--- src/rtl/rv32i_decode_stage.sv ---
// RV32I decode stage: raw instruction -> one-hot op vector, register indices, immediate.
// Latency 1 cycle (accept in N, out_valid in N+1); full throughput via 2-entry skid buffer.
// Backpressure: in_ready is registered and drops only when OUT and SKID are both occupied.
// Optional build macro DEC_ILLEGAL_TRAP_EN: deliver illegal encodings flagged on out_illegal
// instead of dropping them at accept.
module rv32i_decode_stage #(
  parameter int XLEN    = 32,
  parameter int INSTR_W = 47
) (
  input  logic               clk,
  input  logic               rst_n,
  input  logic               in_valid,
  output logic               in_ready,
  input  logic [31:0]        in_instr,
  input  logic [XLEN-1:0]    in_pc,
  input  logic               flush,
  output logic               out_valid,
  input  logic               out_ready,
  output logic [INSTR_W-1:0] out_instructions,
  output logic [4:0]         out_rs1,
  output logic [4:0]         out_rs2,
  output logic [4:0]         out_rd,
  output logic [XLEN-1:0]    out_imm,
  output logic [XLEN-1:0]    out_pc
`ifdef DEC_ILLEGAL_TRAP_EN
  ,
  output logic               out_illegal
`endif
);

  // Bit positions in the one-hot instruction vector.
  localparam int B_ADD   = 0;
  localparam int B_SUB   = 1;
  localparam int B_XOR   = 2;
  localparam int B_OR    = 3;
  localparam int B_AND   = 4;
  localparam int B_SLL   = 5;
  localparam int B_SRL   = 6;
  localparam int B_SRA   = 7;
  localparam int B_SLT   = 8;
  localparam int B_SLTU  = 9;
  localparam int B_ADDI  = 10;
  localparam int B_XORI  = 11;
  localparam int B_ORI   = 12;
  localparam int B_ANDI  = 13;
  localparam int B_SLLI  = 14;
  localparam int B_SRLI  = 15;
  localparam int B_SRAI  = 16;
  localparam int B_SLTI  = 17;
  localparam int B_SLTIU = 18;
  localparam int B_LB    = 19;
  localparam int B_LH    = 20;
  localparam int B_LW    = 21;
  localparam int B_LBU   = 22;
  localparam int B_LHU   = 23;
  localparam int B_SB    = 24;
  localparam int B_SH    = 25;
  localparam int B_SW    = 26;
  localparam int B_BEQ   = 27;
  localparam int B_BNE   = 28;
  localparam int B_BLT   = 29;
  localparam int B_BGE   = 30;
  localparam int B_BLTU  = 31;
  localparam int B_BGEU  = 32;
  localparam int B_JAL   = 33;
  localparam int B_JALR  = 34;
  localparam int B_LUI   = 35;
  localparam int B_AUIPC = 36;
  localparam int B_ECALL = 37;
  localparam int B_EBRK  = 38;

  localparam logic [6:0] OP_R      = 7'b0110011;
  localparam logic [6:0] OP_IMM    = 7'b0010011;
  localparam logic [6:0] OP_LOAD   = 7'b0000011;
  localparam logic [6:0] OP_STORE  = 7'b0100011;
  localparam logic [6:0] OP_BRANCH = 7'b1100011;
  localparam logic [6:0] OP_JAL    = 7'b1101111;
  localparam logic [6:0] OP_JALR   = 7'b1100111;
  localparam logic [6:0] OP_LUI    = 7'b0110111;
  localparam logic [6:0] OP_AUIPC  = 7'b0010111;
  localparam logic [6:0] OP_SYSTEM = 7'b1110011;

  // Operand/immediate layout of the decoded instruction; F_N means no operands.
  typedef enum logic [2:0] {F_R, F_I, F_SH, F_S, F_B, F_U, F_J, F_N} fmt_e;

  typedef enum logic [1:0] {S_EMPTY, S_ONE, S_TWO} state_e;

  typedef struct packed {
    logic [INSTR_W-1:0] op;
    logic [4:0]         rs1;
    logic [4:0]         rs2;
    logic [4:0]         rd;
    logic [XLEN-1:0]    imm;
    logic [XLEN-1:0]    pc;
`ifdef DEC_ILLEGAL_TRAP_EN
    logic               illegal;
`endif
  } entry_t;

  logic [6:0]         opcode;
  logic [2:0]         funct3;
  logic [6:0]         funct7;
  logic [INSTR_W-1:0] dec_op;
  logic               dec_illegal;
  fmt_e               dec_fmt;
  entry_t             dec_entry;

  state_e state_q, state_d;
  entry_t out_q, out_d;
  entry_t skid_q, skid_d;
  logic   in_ready_q, in_ready_d;
  logic   accept;
  logic   drain;
  logic   push;

  assign opcode = in_instr[6:0];
  assign funct3 = in_instr[14:12];
  assign funct7 = in_instr[31:25];

  // Classify the opcode/funct fields into a single one-hot bit and an operand format.
  always_comb begin
    dec_op  = '0;
    dec_fmt = F_N;
    case (opcode)
      OP_R: begin
        dec_fmt = F_R;
        if (funct7 == 7'h00) begin
          case (funct3)
            3'd0: dec_op[B_ADD]  = 1'b1;
            3'd1: dec_op[B_SLL]  = 1'b1;
            3'd2: dec_op[B_SLT]  = 1'b1;
            3'd3: dec_op[B_SLTU] = 1'b1;
            3'd4: dec_op[B_XOR]  = 1'b1;
            3'd5: dec_op[B_SRL]  = 1'b1;
            3'd6: dec_op[B_OR]   = 1'b1;
            default: dec_op[B_AND] = 1'b1;
          endcase
        end else if (funct7 == 7'h20) begin
          if (funct3 == 3'd0) dec_op[B_SUB] = 1'b1;
          else if (funct3 == 3'd5) dec_op[B_SRA] = 1'b1;
        end
      end
      OP_IMM: begin
        dec_fmt = F_I;
        case (funct3)
          3'd0: dec_op[B_ADDI]  = 1'b1;
          3'd2: dec_op[B_SLTI]  = 1'b1;
          3'd3: dec_op[B_SLTIU] = 1'b1;
          3'd4: dec_op[B_XORI]  = 1'b1;
          3'd6: dec_op[B_ORI]   = 1'b1;
          3'd7: dec_op[B_ANDI]  = 1'b1;
          3'd1: begin
            dec_fmt = F_SH;
            if (funct7 == 7'h00) dec_op[B_SLLI] = 1'b1;
          end
          default: begin
            dec_fmt = F_SH;
            if (funct7 == 7'h00) dec_op[B_SRLI] = 1'b1;
            else if (funct7 == 7'h20) dec_op[B_SRAI] = 1'b1;
          end
        endcase
      end
      OP_LOAD: begin
        dec_fmt = F_I;
        case (funct3)
          3'd0: dec_op[B_LB]  = 1'b1;
          3'd1: dec_op[B_LH]  = 1'b1;
          3'd2: dec_op[B_LW]  = 1'b1;
          3'd4: dec_op[B_LBU] = 1'b1;
          3'd5: dec_op[B_LHU] = 1'b1;
          default: ;
        endcase
      end
      OP_STORE: begin
        dec_fmt = F_S;
        case (funct3)
          3'd0: dec_op[B_SB] = 1'b1;
          3'd1: dec_op[B_SH] = 1'b1;
          3'd2: dec_op[B_SW] = 1'b1;
          default: ;
        endcase
      end
      OP_BRANCH: begin
        dec_fmt = F_B;
        case (funct3)
          3'd0: dec_op[B_BEQ]  = 1'b1;
          3'd1: dec_op[B_BNE]  = 1'b1;
          3'd4: dec_op[B_BLT]  = 1'b1;
          3'd5: dec_op[B_BGE]  = 1'b1;
          3'd6: dec_op[B_BLTU] = 1'b1;
          3'd7: dec_op[B_BGEU] = 1'b1;
          default: ;
        endcase
      end
      OP_JAL: begin
        dec_fmt         = F_J;
        dec_op[B_JAL]   = 1'b1;
      end
      OP_JALR: begin
        dec_fmt = F_I;
        if (funct3 == 3'd0) dec_op[B_JALR] = 1'b1;
      end
      OP_LUI: begin
        dec_fmt         = F_U;
        dec_op[B_LUI]   = 1'b1;
      end
      OP_AUIPC: begin
        dec_fmt         = F_U;
        dec_op[B_AUIPC] = 1'b1;
      end
      OP_SYSTEM: begin
        // Only the two exact encodings are legal: all other fields must be zero.
        if (in_instr[31:7] == 25'h0000000) dec_op[B_ECALL] = 1'b1;
        else if (in_instr[31:7] == 25'h0002000) dec_op[B_EBRK] = 1'b1;
      end
      default: ;
    endcase
    // Anything that set no bit is illegal; this also covers in_instr[1:0] != 2'b11.
    dec_illegal = ~|dec_op;
    if (dec_illegal) dec_fmt = F_N;
  end

  // Extract register indices and the immediate according to the operand format.
  always_comb begin
    dec_entry     = '0;
    dec_entry.op  = dec_op;
    dec_entry.pc  = in_pc;
`ifdef DEC_ILLEGAL_TRAP_EN
    dec_entry.illegal = dec_illegal;
`endif
    case (dec_fmt)
      F_R: begin
        dec_entry.rs1 = in_instr[19:15];
        dec_entry.rs2 = in_instr[24:20];
        dec_entry.rd  = in_instr[11:7];
      end
      F_I: begin
        dec_entry.rs1 = in_instr[19:15];
        dec_entry.rd  = in_instr[11:7];
        dec_entry.imm = XLEN'($signed(in_instr[31:20]));
      end
      F_SH: begin
        dec_entry.rs1 = in_instr[19:15];
        dec_entry.rd  = in_instr[11:7];
        dec_entry.imm = XLEN'(in_instr[24:20]);
      end
      F_S: begin
        dec_entry.rs1 = in_instr[19:15];
        dec_entry.rs2 = in_instr[24:20];
        dec_entry.imm = XLEN'($signed({in_instr[31:25], in_instr[11:7]}));
      end
      F_B: begin
        dec_entry.rs1 = in_instr[19:15];
        dec_entry.rs2 = in_instr[24:20];
        dec_entry.imm = XLEN'($signed({in_instr[31], in_instr[7], in_instr[30:25],
                                       in_instr[11:8], 1'b0}));
      end
      F_U: begin
        dec_entry.rd  = in_instr[11:7];
        dec_entry.imm = XLEN'($signed({in_instr[31:12], 12'h000}));
      end
      F_J: begin
        dec_entry.rd  = in_instr[11:7];
        dec_entry.imm = XLEN'($signed({in_instr[31], in_instr[19:12], in_instr[20],
                                       in_instr[30:21], 1'b0}));
      end
      default: ;
    endcase
  end

  assign accept = in_valid & in_ready_q;
  assign drain  = out_valid & out_ready;

`ifdef DEC_ILLEGAL_TRAP_EN
  assign push = accept;
`else
  // Illegal words are consumed from fetch but never become an entry.
  assign push = accept & ~dec_illegal;
`endif

  // Skid-buffer occupancy: next state and which register receives new data.
  always_comb begin
    state_d = state_q;
    out_d   = out_q;
    skid_d  = skid_q;
    if (flush) begin
      state_d = S_EMPTY;
    end else begin
      case (state_q)
        S_EMPTY: begin
          if (push) begin
            state_d = S_ONE;
            out_d   = dec_entry;
          end
        end
        S_ONE: begin
          if (push && !drain) begin
            state_d = S_TWO;
            skid_d  = dec_entry;
          end else if (push && drain) begin
            out_d   = dec_entry;
          end else if (drain) begin
            state_d = S_EMPTY;
          end
        end
        S_TWO: begin
          if (drain) begin
            state_d = S_ONE;
            out_d   = skid_q;
          end
        end
        default: state_d = S_EMPTY;
      endcase
    end
    in_ready_d = (state_d != S_TWO);
  end

  // State, data and registered in_ready; reset clears every output field.
  always_ff @(posedge clk or negedge rst_n) begin
    if (!rst_n) begin
      state_q    <= S_EMPTY;
      out_q      <= '0;
      skid_q     <= '0;
      in_ready_q <= 1'b1;
    end else begin
      state_q    <= state_d;
      out_q      <= out_d;
      skid_q     <= skid_d;
      in_ready_q <= in_ready_d;
    end
  end

  assign in_ready         = in_ready_q;
  assign out_valid        = (state_q != S_EMPTY);
  assign out_instructions = out_q.op;
  assign out_rs1          = out_q.rs1;
  assign out_rs2          = out_q.rs2;
  assign out_rd           = out_q.rd;
  assign out_imm          = out_q.imm;
  assign out_pc           = out_q.pc;
`ifdef DEC_ILLEGAL_TRAP_EN
  assign out_illegal      = out_q.illegal;
`endif

endmodule
--- config.mk ---
export PLATFORM = sky130hd
export DESIGN_NAME = rv32i_decode_stage
export DESIGN_NICKNAME = d
export VERILOG_FILES = /design/src/rtl/rv32i_decode_stage.sv
export SDC_FILE = /design/constraint.sdc
export NUM_CORES = 1
export LEC_CHECK = 0
export CORE_MARGIN = 1
export CORE_UTILIZATION = 50
export CTS_BUF_LIST = sky130_fd_sc_hd__clkbuf_16
export DETAILED_ROUTE_END_ITERATION = 8
export GPL_TIMING_DRIVEN = 0
export HOLD_SLACK_MARGIN = 0.02
export PLACE_DENSITY_LB_ADDON = 0.08
export REMOVE_ABC_BUFFERS = 1
export SYNTH_ARGS = -nofsm -noshare
export SYNTH_HDL_FRONTEND = slang
export SYNTH_SLANG_ARGS = --single-unit
export TNS_END_PERCENT = 10
--- constraint.sdc ---
create_clock -name clk -period 5.1 [get_ports clk]
set_input_delay 0.765 -clock clk [delete_from_list [all_inputs] [get_ports clk]]
set_output_delay 0.765 -clock clk [all_outputs]
set_load 0.02 [all_outputs]
After elaboration in Yosys (flattened, before gate mapping)
Index checks and enable logic that the tools add are counted.
{"block": "classes", "muxes": 54, "n_reduce_logical": 21, "eq_ne": 32, "n_bitwise": 4}
{"op": "2-to-1 mux 126 bit", "count": 4}
{"op": "case mux 126 bit (3 select lines)", "count": 1}
{"op": "case mux 32 bit (6 select lines)", "count": 1}
{"op": "OR reduction 39 bit", "count": 1}
{"op": "== test 7 x 6 -> 1 bit (second input constant)", "count": 4}
{"op": "== test 7 bit (second input constant)", "count": 4}
{"op": "2-to-1 mux 1 bit", "count": 26}
{"op": "== test 25 x 14 -> 1 bit (second input constant)", "count": 1}
{"op": "logical NOT 25 bit", "count": 1}
{"op": "2-to-1 mux 5 bit", "count": 5}
{"op": "== test 3 bit (second input constant)", "count": 7}
{"op": "case mux 3 bit (7 select lines)", "count": 1}
{"op": "2-to-1 mux 2 bit", "count": 10}
{"op": "== test 7 x 5 -> 1 bit (second input constant)", "count": 2}
{"op": "OR reduction 7 bit", "count": 2}
{"op": "== test 3 x 2 -> 1 bit (second input constant)", "count": 4}
{"op": "2-to-1 mux 10 bit", "count": 1}
{"op": "inequality test 2 bit (second input constant)", "count": 5}
{"op": "OR reduction 5 bit", "count": 2}
{"op": "2-to-1 mux 9 bit", "count": 1}
{"op": "== test 7 x 2 -> 1 bit (second input constant)", "count": 1}
{"op": "logical NOT 7 bit", "count": 1}
{"op": "== test 3 x 1 -> 1 bit (second input constant)", "count": 2}
{"op": "logical NOT 3 bit", "count": 2}
{"op": "other kinds (17)", "count": 22}
{"block": "totals", "regBits": 247, "in_bits": 69, "output_inout_bits": 128}

Longest topological paths before layout
Gate-level depths: netlist (run 1).
{"block": "logic_depth", "depth_word": 14, "ltp_mapped": 12}

Least setup slack after synthesis (run 1)
Ideal clock, no wire load.
{"block": "synth_timing", "path_kind": "input -> register", "start": "input in_instr[2]", "end": "register out_q, in the netlist out_imm[10]", "arrival_time_ns": 2.946, "stages": 10, "t_required_ns": 4.975, "path_slack_ns": 2.030, "path_buffers": 3, "cell_sequence": "buf_2 and4bb_1 buf_4 nand2_1 or3_1 a221oi_1 o21ai_1 nand2_1 buf_4 mux2_2"}
{"block": "synth_between", "elab_chain_len": 9}
{"element": "start, declared", "line_no": "14", "source": "input logic [31:0] in_instr,"}
{"element": "== test 7 x 6 -> 1 bit, or another cell as far along", "line_no": "124", "source": "case (opcode)"}
{"element": "2-to-1 mux 10 bit, or another cell as far along", "line_no": "124"}
{"element": "OR reduction 39 bit or case mux 3 bit (7 select lines) (tied branches)", "line_no": "219, 124"}
{"element": "2-to-1 mux 3 bit", "line_no": "220", "source": "if (dec_illegal) dec_fmt = F_N;"}
{"element": "== test 3 bit, or another cell as far along", "line_no": "231", "source": "case (dec_fmt)"}
{"element": "case mux 32 bit (6 select lines)", "line_no": "231"}
{"element": "2-to-1 mux 126 bit", "line_no": "300", "source": "end else if (push && drain) begin"}
{"element": "2-to-1 mux 126 bit", "line_no": "297", "source": "if (push && !drain) begin"}
{"element": "case mux 126 bit (3 select lines)", "line_no": "289", "source": "case (state_q)"}
{"element": "end signal, assigned", "line_no": "327", "source": "out_q <= out_d;"}
{"element": "end, declared", "line_no": "109", "source": "entry_t out_q, out_d;"}
Parallel ways exist; a longest one is shown, timed or not. The select of a mux whose other input is x is not followed.
A chain may end at the register's enable or synchronous reset.

Worst setup path after layout (run 1)
{"block": "layout_timing", "start": "input in_instr[14]", "end": "register out_q, in the netlist out_instructions[38]"}
{"block": "layout_between", "elab_chain_len": 11}
{"element": "== test 3 bit"}
{"element": "2-to-1 mux 1 bit"}
{"element": "2-to-1 mux 1 bit", "line_no": "139", "source": "if (funct3 == 3'd0) dec_op[B_SUB] = 1'b1;"}
{"element": "2-to-1 mux 1 bit", "line_no": "138", "source": "end else if (funct7 == 7'h20) begin"}
{"element": "2-to-1 mux 1 bit", "line_no": "127", "source": "if (funct7 == 7'h00) begin"}
{"element": "2-to-1 mux 10 bit", "line_no": "124"}
{"element": "OR reduction 39 bit", "line_no": "219", "source": "dec_illegal = ~|dec_op;"}
{"element": "AND 1 bit", "line_no": "278", "source": "assign push = accept & ~dec_illegal;"}
{"element": "logical AND 1 bit (on tied branches)", "line_no": "300, 297"}
{"element": "inequality test 2 bit (no line)"}
{"element": "AND reduction 6 bit (no line)"}
Parallel ways exist; a longest one is shown, timed or not. The select of a mux whose other input is x is not followed.

==> results by group, run 1 <==
Critical path
  • Critical path endpoint category: flop
  • Worst setup SP type: primary input
  • Reg2Reg Capture Point: out_instructions[38]$_DFFE_PN0P_
  • Crit path DAT: around 5.3 ns
  • CP required: about 5.5 ns
  • Crit path kind: primary input to flop
  • R2r setup slk: 1.82 ns
  • Largest fanout on the critical path: 66
  • R2R depth: 4
  • RR Startpoint: state_q[1]$_DFF_PN0_

STA
  • RSZ-0062 raised after global routing: no
  • Slew margin rel.: 26.9%
  • Worst-Margin Slew: 1.09 ns
  • Final Hold Fails: 0
  • Fin crit period: ~4.9 ns
  • Final setup vio count: 0
  • Max Freq: around 0.2 GHz
  • Min Hold Slack: 0.147 ns
  • Final period util: 96.2%
  • Final slew viol count: 0
  • Clock Skew: ~0.0091 ns

Logic synthesis
  • Post-synthesis sequential area ratio: 52.8%
  • Asr flop ratio synth: 100%
  • Synthesized cell area: 0.0113 mm²
  • Yosys cell types: between 50 and 60
  • Area share of the leading cell type in the synthesized netlist: around 53%
  • Cells after synthesis: about 1300
  • Post-synth EDFFs: 0
  • Syn. warnings: 0
  • Synth top area cells: dfrtp_1 (53%), nand2_1 (11%), nor3_1 (3.9%), nand3_1 (3.5%), a31oi_1 (3.4%)
  • Cell with the most instances after synthesis: nand2_1
  • Synth cell count leaders: nand2_1 (340), dfrtp_1 (238), nor3_1 (88)
  • Main flop type after synthesis: dfrtp_1
  • Post-synth top area cell: dfrtp_1
  • Synth Register Bits: around 240
  • Mean Syn Cell Area: 8.79 µm²

Power and ir drop
  • Leakage power: roughly 6.2 nW
  • Max VDD drop: approximately 0.00022 V
  • Pwr dens: 332 mW/mm²

Die
  • Starting Density: between 50% and 60%
  • Chip width: between 150 and 200 µm
  • Die Footprint: approximately 0.023 mm²
  • IO Count: a little under 200
  • FP Rows: 54
  • Die Y-Extent: around 150 µm
  • Core ar.: ~0.022 mm²

Finish
  • Fin cells: roughly 1700
  • Fin area: 0.0144 mm²
  • Filler cell count: approximately 1900
  • Ratio of cells with drive above 1 in the final layout: about 7.5%
  • Nets@finish: about 1500
  • Layout area overhead: 27.1%

Global routing
  • Initial antenna violation count: 2
  • Largest net degree at the start of global routing: 96
  • Total global-route track usage: between 20 and 30%
  • Overflow after GRT: 0
  • First-pass GRT wire length: approximately 51000 µm
  • Number of global-route vias before repair: roughly 9600

Drt
  • DR pass1 iterations: 9
  • Avg WL per Cell: around 18 µm
  • Initial DRC count: approximately 680
  • Routed Antenna Nets: 0
  • Routed wire length: 31300 µm
  • Via count: ~10000
  • Vias per cell: around 5.8
  • # DRC: 14

Clocking
  • Clk sink count: 239
  • CTS tree: done
  • Skew-Pair Late Insertion Delay: 0.53 ns
  • Postcts setup bufs: 0
  • CTS root buf: clkbuf_16
  • Post-CTS resize count: 0
  • Cts bufs inserted: 26
  • Max H-tree Level: 1
  • CTS clock-pin slew for the worst setup and hold paths: about 0.060 ns
  • Clock buffer depth: 3
  • # hold bufs at CTS: 0

Placed design
  • Placed insts: 1682
  • Port buffer count: around 190
  • Post-DP HPWL: between 20000 and 25000 µm
  • Post-DP Area: around 0.014 mm²
  • Gpl congestion: 0.835

Worst hold path
  • Hold Crit Class: primary input to asynchronous set/reset pin

Status
  • Outcome: finished with violations
  • Failing checks: DRC

Job
  • # Max-Cap Violations: 0
==> worst max-delay path, cell delays in order <==
cell and delay (ns):
clkdlybuf4s50_1 0.84, nor3_1 0.91, nand3_1 0.12, or3_1 0.43, a221oi_1 0.52, o21ai_4 0.31
buf_12 0.30, nand2_4 0.65, mux2_2 0.41
==> state kept, by name, summed over array words and instances, names as in the netlist <==
signal            cells
in_ready              1
out_imm              32
out_instructions     39
out_pc               32
out_rd                5
out_rs1               5
out_rs2               5
skid_q              118
state_q               2
==> how the worst max path moves through the flow <==
stage	startpoint	to	slack (ns)	cells past startpoint
final	in_instr[14]	out_instructions[38]$_DFFE_PN0P_	0.20	9
after global routing	in_instr[14]	out_imm[7]$_DFFE_PN0P_	0.05	9
after CTS	in_instr[14]	out_instructions[38]$_DFFE_PN0P_	0.24	9
after detailed placement	in_instr[14]	out_instructions[38]$_DFFE_PN0P_	-0.31	9
after global placement	state_q[0]$_DFF_PN0_	out_imm[11]$_DFFE_PN0P_	-10.94	4
after floorplan	state_q[1]$_DFF_PN0_	out_imm[10]$_DFFE_PN0P_	-4.49	4
==> where the power goes <==
part	switching, mW	leakage [nW]	internal, mW	total, mW
sequential	0.0856	3.20	2.05	2.14
combinational	0.476	2.59	0.449	0.924
clock	0.749	0.395	0.967	1.72
==> cells by family after synthesis <==
kind of cell / count (synthesis) / share of synthesized area [%]
flops: 239 / 52.8
simple gates: 637 / 25.7
mux: 13 / 1.29
other cells: 1 / 0.0331
compound gates: 273 / 14.9
xor+xnor: 1 / 0.0773
buf+inv: 124 / 5.24
==> cells in the final DEF (no fill, tap or decap), types with 6 or more instances in the layout <==
cell type        synthesis  final
o21ai_0                 36     36
nand3b_1                 6      6
nor2_1                  44     43
nor3_2                  11     11
or3_1                    7      7
nor3b_1                 13     12
clkbuf_16                0     26
inv_1                    8     14
buf_16                   0      8
nand4_1                  8      8
nor4_1                   7      7
conb_1                   1      8
o31ai_1                 23     23
buf_6                    6     12
clkdlybuf4s50_1          0    187
nor3_1                  88     88
a211oi_1                14     14
dfrtp_1                238    238
mux2_2                  11     11
a31oi_1                 62     62
buf_4                   17      9
o21ai_1                 47     46
o22ai_1                  9      9
nand2_1                340    339
nand3_1                 79     79
clkinv_1                 0      9
a21oi_1                 47     47
==> layout make-up <==
cell class / count / area (µm²) / area share [%]
flip-flops and latches: 239 / 5980 / 41.5
multi-input cells: 932 / 4850 / 33.7
repair buffers: 223 / 2420 / 16.8
clock buffers: 26 / 651 / 4.52
well taps: 280 / 350 / 2.43
clock inverters: 19 / 113 / 0.782
inverters: 8 / 30.0 / 0.209
diodes: 2 / 5.00 / 0.0348
==> layer usage <==
layer	track usage (%)	up-vias	wire [µm]
li1	-	4769	-
met1	38.4	4832	14100
met2	43.7	318	14500
met3	4.55	45	2060
met4	7.26	0	559
met5	0	-	0
==> metrics by stage <==
stage | util (%) | setup WS (ns) | total power, mW | setup TNS [ns]
floorplan | - | -4.49 | 2.59 | -641.53
global placement | 59.1 | -10.94 | 3.09 | -3682.17
detailed placement | 61.9 | -0.314 | 3.10 | -10.24
finish | 65.4 | 0.196 | 4.78 | 0
global route | 65.4 | 0.0466 | 4.98 | 0
CTS | 65.4 | 0.241 | 4.83 | 0
Note: power is estimated with default switching activity, not from simulation.
==> run 2, diff against run 1 <==
- CAP_MARGIN: default -> 20
- CORE_UTILIZATION: 50 -> 25
==> run 2 against run 1 <==
The run now ends clean; hold slack worse by 0.012 ns; first-iteration DRC count is 8.0% lower; final area rose by 3.8%; register-to-register slack improved by 0.05 ns; sequential share of layout area fell by 1.5 points; cell count rose by 18%; power is 3.7% higher; utilization is 32 points lower; flip-flop and latch count stayed put; via count rose by 0.14%; clock skew decreased by 0.0016 ns; combinational power grew 1%; largest cell class unchanged.
==> results by group, run 2 (synthesized netlist as in run 1, its figures left out) <==
Status
  • Outcome: complete, no violations

STA
  • Worst-Margin Slew: between 0.8 and 0.9 ns
  • Clock Skew: approximately 0.0075 ns
  • Max Freq: approximately 0.21 GHz
  • Slew margin rel.: approximately two fifths
  • Final slew viol count: 0
  • Final Hold Fails: 0
  • RSZ-0062 raised after global routing: no
  • Final setup vio count: 0
  • Fin crit period: 4.66 ns
  • Final period util: between 90% and 100%

Drt
  • Routed Antenna Nets: 0
  • Avg WL per Cell: just under 20 µm
  • Via count: 9978
  • Vias per cell: between 4 and 5
  • Initial DRC count: 624
  • # DRC: 0
  • DR pass1 iterations: 5
  • Routed wire length: a little under 40000 µm

Die
  • Core ar.: approximately 0.044 mm²
  • Starting Density: 25.5%
  • Chip width: roughly 210 µm
  • FP Rows: 77
  • Die Footprint: ~0.046 mm²
  • IO Count: roughly 200
  • Die Y-Extent: about 210 µm

Critical path
  • Critical path endpoint category: flop
  • Crit path top cell by count: buf_6
  • Largest fanout on the critical path: 21
  • Slowest cell delay on critical path: between 0.8 and 0.9 ns
  • Reg2Reg Capture Point: out_instructions[38]$_DFFE_PN0P_
  • Crit path DAT: ~5.1 ns
  • Worst setup SP type: primary input
  • Worst-path cell chain: clkdlybuf4s50_1 > nor3_1 > nand3_1 > or3_1 > a221oi_1 > o211ai_1 > buf_6 > buf_6 > buf_6 > buf_6 > buf_4 > o41ai_1
  • CP required: 5.55 ns
  • R2R depth: 6
  • R2r setup slk: about 1.9 ns
  • Slowest-stage cell, CP: nor3_1
  • Crit path kind: primary input to flop
  • RR Startpoint: state_q[1]$_DFF_PN0_

Finish
  • Final Util: between 30% and 40%
  • Max reg flops: between 100 and 150
  • Fin area: between 0.01 and 0.015 mm²
  • Most frequent cells in the layout: nand2_1 (339), dfrtp_1 (238), clkdlybuf4s50_1 (187), nor3_1 (88), nand3_1 (79)
  • Ant diodes: 0
  • Filler cell count: between 4000 and 5000
  • Layout area overhead: 32.0%
  • Leading cell type in the layout, fill and taps excluded: nand2_1
  • Ratio of cells with drive above 1 in the final layout: under 10%
  • Nets@finish: 1508
  • Largest register by flop count: skid_q

Clocking
  • Cts bufs inserted: 29
  • Postcts setup bufs: 0
  • CTS root buf: clkbuf_16
  • # hold bufs at CTS: 0
  • Clk sink count: 239
  • Post-CTS resize count: 0
  • Skew-Pair Late Insertion Delay: 0.56 ns
  • Max H-tree Level: 1
  • Clock buffer depth: 3
  • CTS tree: done
  • CTS clock-pin slew for the worst setup and hold paths: 0.06 ns

Worst hold path
  • Hold Crit Class: primary input to asynchronous set/reset pin

Power and ir drop
  • Pwr dens: around 330 mW/mm²
  • Leakage power: between 6 and 7 nW
  • Max VDD drop: roughly 0.00020 V

Global routing
  • Total global-route track usage: 17.1%
  • Largest net degree at the start of global routing: between 90 and 100
  • First-pass GRT wire length: between 60000 and 70000 µm
  • Overflow after GRT: 0
  • Initial antenna violation count: 1
  • Number of global-route vias before repair: approximately 10000

Placed design
  • Post-DP HPWL: roughly 26000 µm
  • Gpl congestion: 0.769
  • Port buffer count: around 190
  • Post-DP Area: roughly 0.014 mm²

Job
  • # Max-Cap Violations: 0
## run 2: cell count changes in the layout (fill, tap and decap cells not counted), sizes merged
| cell | previous run | this run |
|---|---|---|
| buf | 36 | 42 |
| clkinv | 12 | 8 |
| clkbuf | 26 | 29 |
| inv | 14 | 17 |
| diode | 2 | 0 |
| clkinvlp | 0 | 1 |
## run 2: final cells by class
cell class                 count  area (µm²)  share of cell area [%]
tap                          592         741                    4.96
timing repair buffer         229        2520                    16.8
sequential                   239        5980                    40.0
clock inverter                19         101                   0.678
inverter                       8        30.0                   0.201
multi-input combinational    932        4850                    32.5
clock buffer                  29         726                    4.85
## run 2: through the flow
step	setup WS, ns	hold WS (ns)	power [mW]	instances	TNS [ns]
global placement	-14.22	0.450	3.12	1959	-4366.80
detailed placement	-0.218	0.455	3.13	2000	-6.28
global route	0.0479	0.171	5.19	2048	0
CTS	0.415	0.143	5.06	2048	0
floorplan	-4.49	0.439	2.59	1179	-641.53
finish	0.435	0.135	4.96	2048	0
## run 2: power breakdown
part / leakage (nW) / internal, mW / switching (mW)
logic: 2.64 / 0.449 / 0.486
registers: 3.20 / 2.05 / 0.0844
clock network: 0.432 / 1.06 / 0.821
## run 2: worst max-delay path by stage
stage | from | to | cells past startpoint
6_report | in_instr[14] | skid_q[97]$_DFFE_PN0P_ | 12
5_1_grt | in_instr[14] | skid_q[97]$_DFFE_PN0P_ | 12
4_1_cts | in_instr[14] | skid_q[97]$_DFFE_PN0P_ | 12
3_5_place_dp | in_instr[14] | skid_q[97]$_DFFE_PN0P_ | 12
3_3_place_gp | state_q[0]$_DFF_PN0_ | out_imm[11]$_DFFE_PN0P_ | 4
2_1_floorplan | state_q[1]$_DFF_PN0_ | out_imm[10]$_DFFE_PN0P_ | 4
## run 2: worst max-delay path, delay by kind of cell
kind	cells	cell delay, ns
buffers and inverters	6	1.70
AOI/OAI and AO/OA	3	1.17
and+or+nand+nor	3	1.45
## run 2: per-layer routing
layer / vias to the layer above / GRT usage [%] / wire length, µm
met3: 32 / 2.96 / 1950
met5: - / 0 / 12
met2: 210 / 27.6 / 18300
met4: 2 / 3.55 / 561
li1: 4801 / - / -
met1: 4933 / 24.0 / 18700
==> run 3, diff against run 2 <==
- CAP_MARGIN: 20 -> default
==> run 3 against run 2 <==
Register-to-register slack worse by 0.04 ns; critical endpoint is now skid_q[88]$_DFFE_PN0P_; largest cell class unchanged; clock skew hardly changed; flip-flop and latch count stayed put.
==> results by group, run 3 (synthesized netlist as in run 1, its figures left out) <==
Status
  • Outcome: complete, no violations

Die
  • Core ar.: about 0.044 mm²
  • Starting Density: ~26%
  • FP Rows: a little under 80
  • Die Y-Extent: 215 µm
  • Chip width: 215 µm
  • Die Footprint: between 0.04 and 0.05 mm²
  • IO Count: around 200

Finish
  • Filler cell count: 4617
  • Nets@finish: 1507
  • Largest register by flop count: skid_q
  • Multi-input gate area: roughly 0.0049 mm²
  • Ratio of cells with drive above 1 in the final layout: about 8.3%
  • Layout area overhead: 33.2%
  • Leading cell type in the layout, fill and taps excluded: nand2_1
  • Max reg flops: approximately 120
  • Fin area: about 0.015 mm²
  • Register area: roughly 0.006 mm²
  • Most frequent cells in the layout: nand2_1 (339), dfrtp_1 (238), clkdlybuf4s50_1 (187), nor3_1 (88), nand3_1 (79)

Clocking
  • CTS root buf: clkbuf_16
  • Clock buffer depth: 3
  • Cts bufs inserted: 30
  • Clk sink count: approximately 240
  • CTS clock-pin slew for the worst setup and hold paths: 0.06 ns
  • Skew-Pair Late Insertion Delay: roughly 0.56 ns
  • Postcts setup bufs: 0
  • Max H-tree Level: 1
  • Post-CTS resize count: 0
  • # hold bufs at CTS: 0
  • CTS tree: done

Critical path
  • Crit path top cell by count: buf_6
  • Worst setup SP type: primary input
  • Worst path bufs/invs: 6
  • R2R depth: 6
  • CP required: ~5.6 ns
  • Worst setup path start: in_instr[14]
  • Slowest-stage cell, CP: nor3_1
  • Worst-path cell chain: clkdlybuf4s50_1 > nor3_1 > nand3_1 > or3_1 > a221oi_1 > o211ai_1 > buf_6 > buf_6 > buf_6 > buf_6 > buf_4 > o41ai_1
  • Crit path max-delay family: buffers and inverters
  • Slowest cell delay on critical path: 0.89 ns
  • Crit path kind: primary input to flop
  • Crit path DAT: a little over 5 ns
  • RR Startpoint: state_q[1]$_DFF_PN0_
  • Largest fanout on the critical path: 21
  • R2r setup slk: roughly 1.8 ns
  • Critical path endpoint category: flop
  • Reg2Reg Capture Point: out_instructions[38]$_DFFE_PN0P_

Global routing
  • M1 GR Usage: between 20% and 30%
  • First-pass GRT wire length: around 62000 µm
  • Layer with the highest usage: met2
  • Number of global-route vias before repair: 9930
  • Total global-route track usage: 17.1%
  • Met2 usage: approximately 27%
  • Largest net degree at the start of global routing: 97
  • Initial antenna violation count: 3
  • Overflow after GRT: 0
  • Met3 Resource Use GR: under 10%

Drt
  • Initial DRC count: about 650
  • DR pass1 iterations: 5
  • # DRC: 0
  • Via count: 9992
  • Vias per cell: slightly below 5
  • Routed Antenna Nets: 0
  • Avg WL per Cell: 19.2 µm
  • Routed wire length: around 40000 µm

Placed design
  • Port buffer count: 188
  • Gpl congestion: slightly below 0.8
  • Pre-CTS WS: -0.195 ns
  • Post-DP HPWL: approximately 26000 µm
  • Post-DP Area: between 0.01 and 0.015 mm²

Power and ir drop
  • Max VDD drop: 0.000207 V
  • Pwr dens: approximately 350 mW/mm²
  • Leakage power: around 6.3 nW

STA
  • Final WS setup: 0.379 ns
  • Worst-Margin Slew: 1.25 ns
  • RSZ-0062 raised after global routing: no
  • Max Freq: approximately 0.21 GHz
  • Final period util: slightly above 90%
  • Final Hold Fails: 0
  • Fin crit period: around 4.7 ns
  • Final slew viol count: 0
  • Clock Skew: ~0.0074 ns
  • Slew margin rel.: 16.3%
  • Final setup vio count: 0

Job
  • # Max-Cap Violations: 0

Worst hold path
  • Hold Crit Class: primary input to asynchronous set/reset pin
## run 3: how the worst max path moves through the flow
| stage | to | slack, ns | cells past startpoint |
|---|---|---|---|
| floorplan | out_imm[10]$_DFFE_PN0P_ | -4.49 | 4 |
| detailed placement | skid_q[88]$_DFFE_PN0P_ | -0.20 | 12 |
| global route | skid_q[97]$_DFFE_PN0P_ | 0.008 | 12 |
| finish | skid_q[88]$_DFFE_PN0P_ | 0.38 | 12 |
| CTS | skid_q[97]$_DFFE_PN0P_ | 0.39 | 12 |
| global placement | out_imm[11]$_DFFE_PN0P_ | -14.22 | 4 |
## run 3: power by group
group,total (mW),internal (mW),switching (mW)
Clock,2.15,1.29,0.865
Combinational,0.936,0.449,0.487
Sequential,2.14,2.05,0.0842
Total,5.23,3.79,1.44
## run 3: metrics by stage
| step | utilization (%) | power, mW | instances | hold slack (ns) | TNS [ns] |
|---|---|---|---|---|---|
| after floorplan | - | 2.59 | 1179 | 0.439 | -641.53 |
| after global placement | 30.2 | 3.12 | 1959 | 0.450 | -4366.80 |
| after detailed placement | 31.8 | 3.13 | 1998 | 0.455 | -5.26 |
| after CTS | 34.0 | 5.32 | 2054 | 0.140 | 0 |
| after global routing | 34.0 | 5.46 | 2054 | 0.161 | 0 |
| final | 34.0 | 5.23 | 2055 | 0.134 | 0 |
## run 3: layer usage
metal  vias to the layer above  routed length [µm]
li1                       4814                   -
met1                      4917               18700
met2                       216               18100
met3                        43                2000
met4                         2                 617
met5                         -                  11
## run 3: final cells by class
class / instances / area share (%)
Antenna cell: 1 / 0.0166
Clock buffer: 31 / 5.14
Clock inverter: 25 / 1.38
Inverter: 8 / 0.199
Multi-Input combinational cell: 932 / 32.1
Sequential cell: 239 / 39.6
Tap cell: 592 / 4.91
Timing Repair Buffer: 227 / 16.6
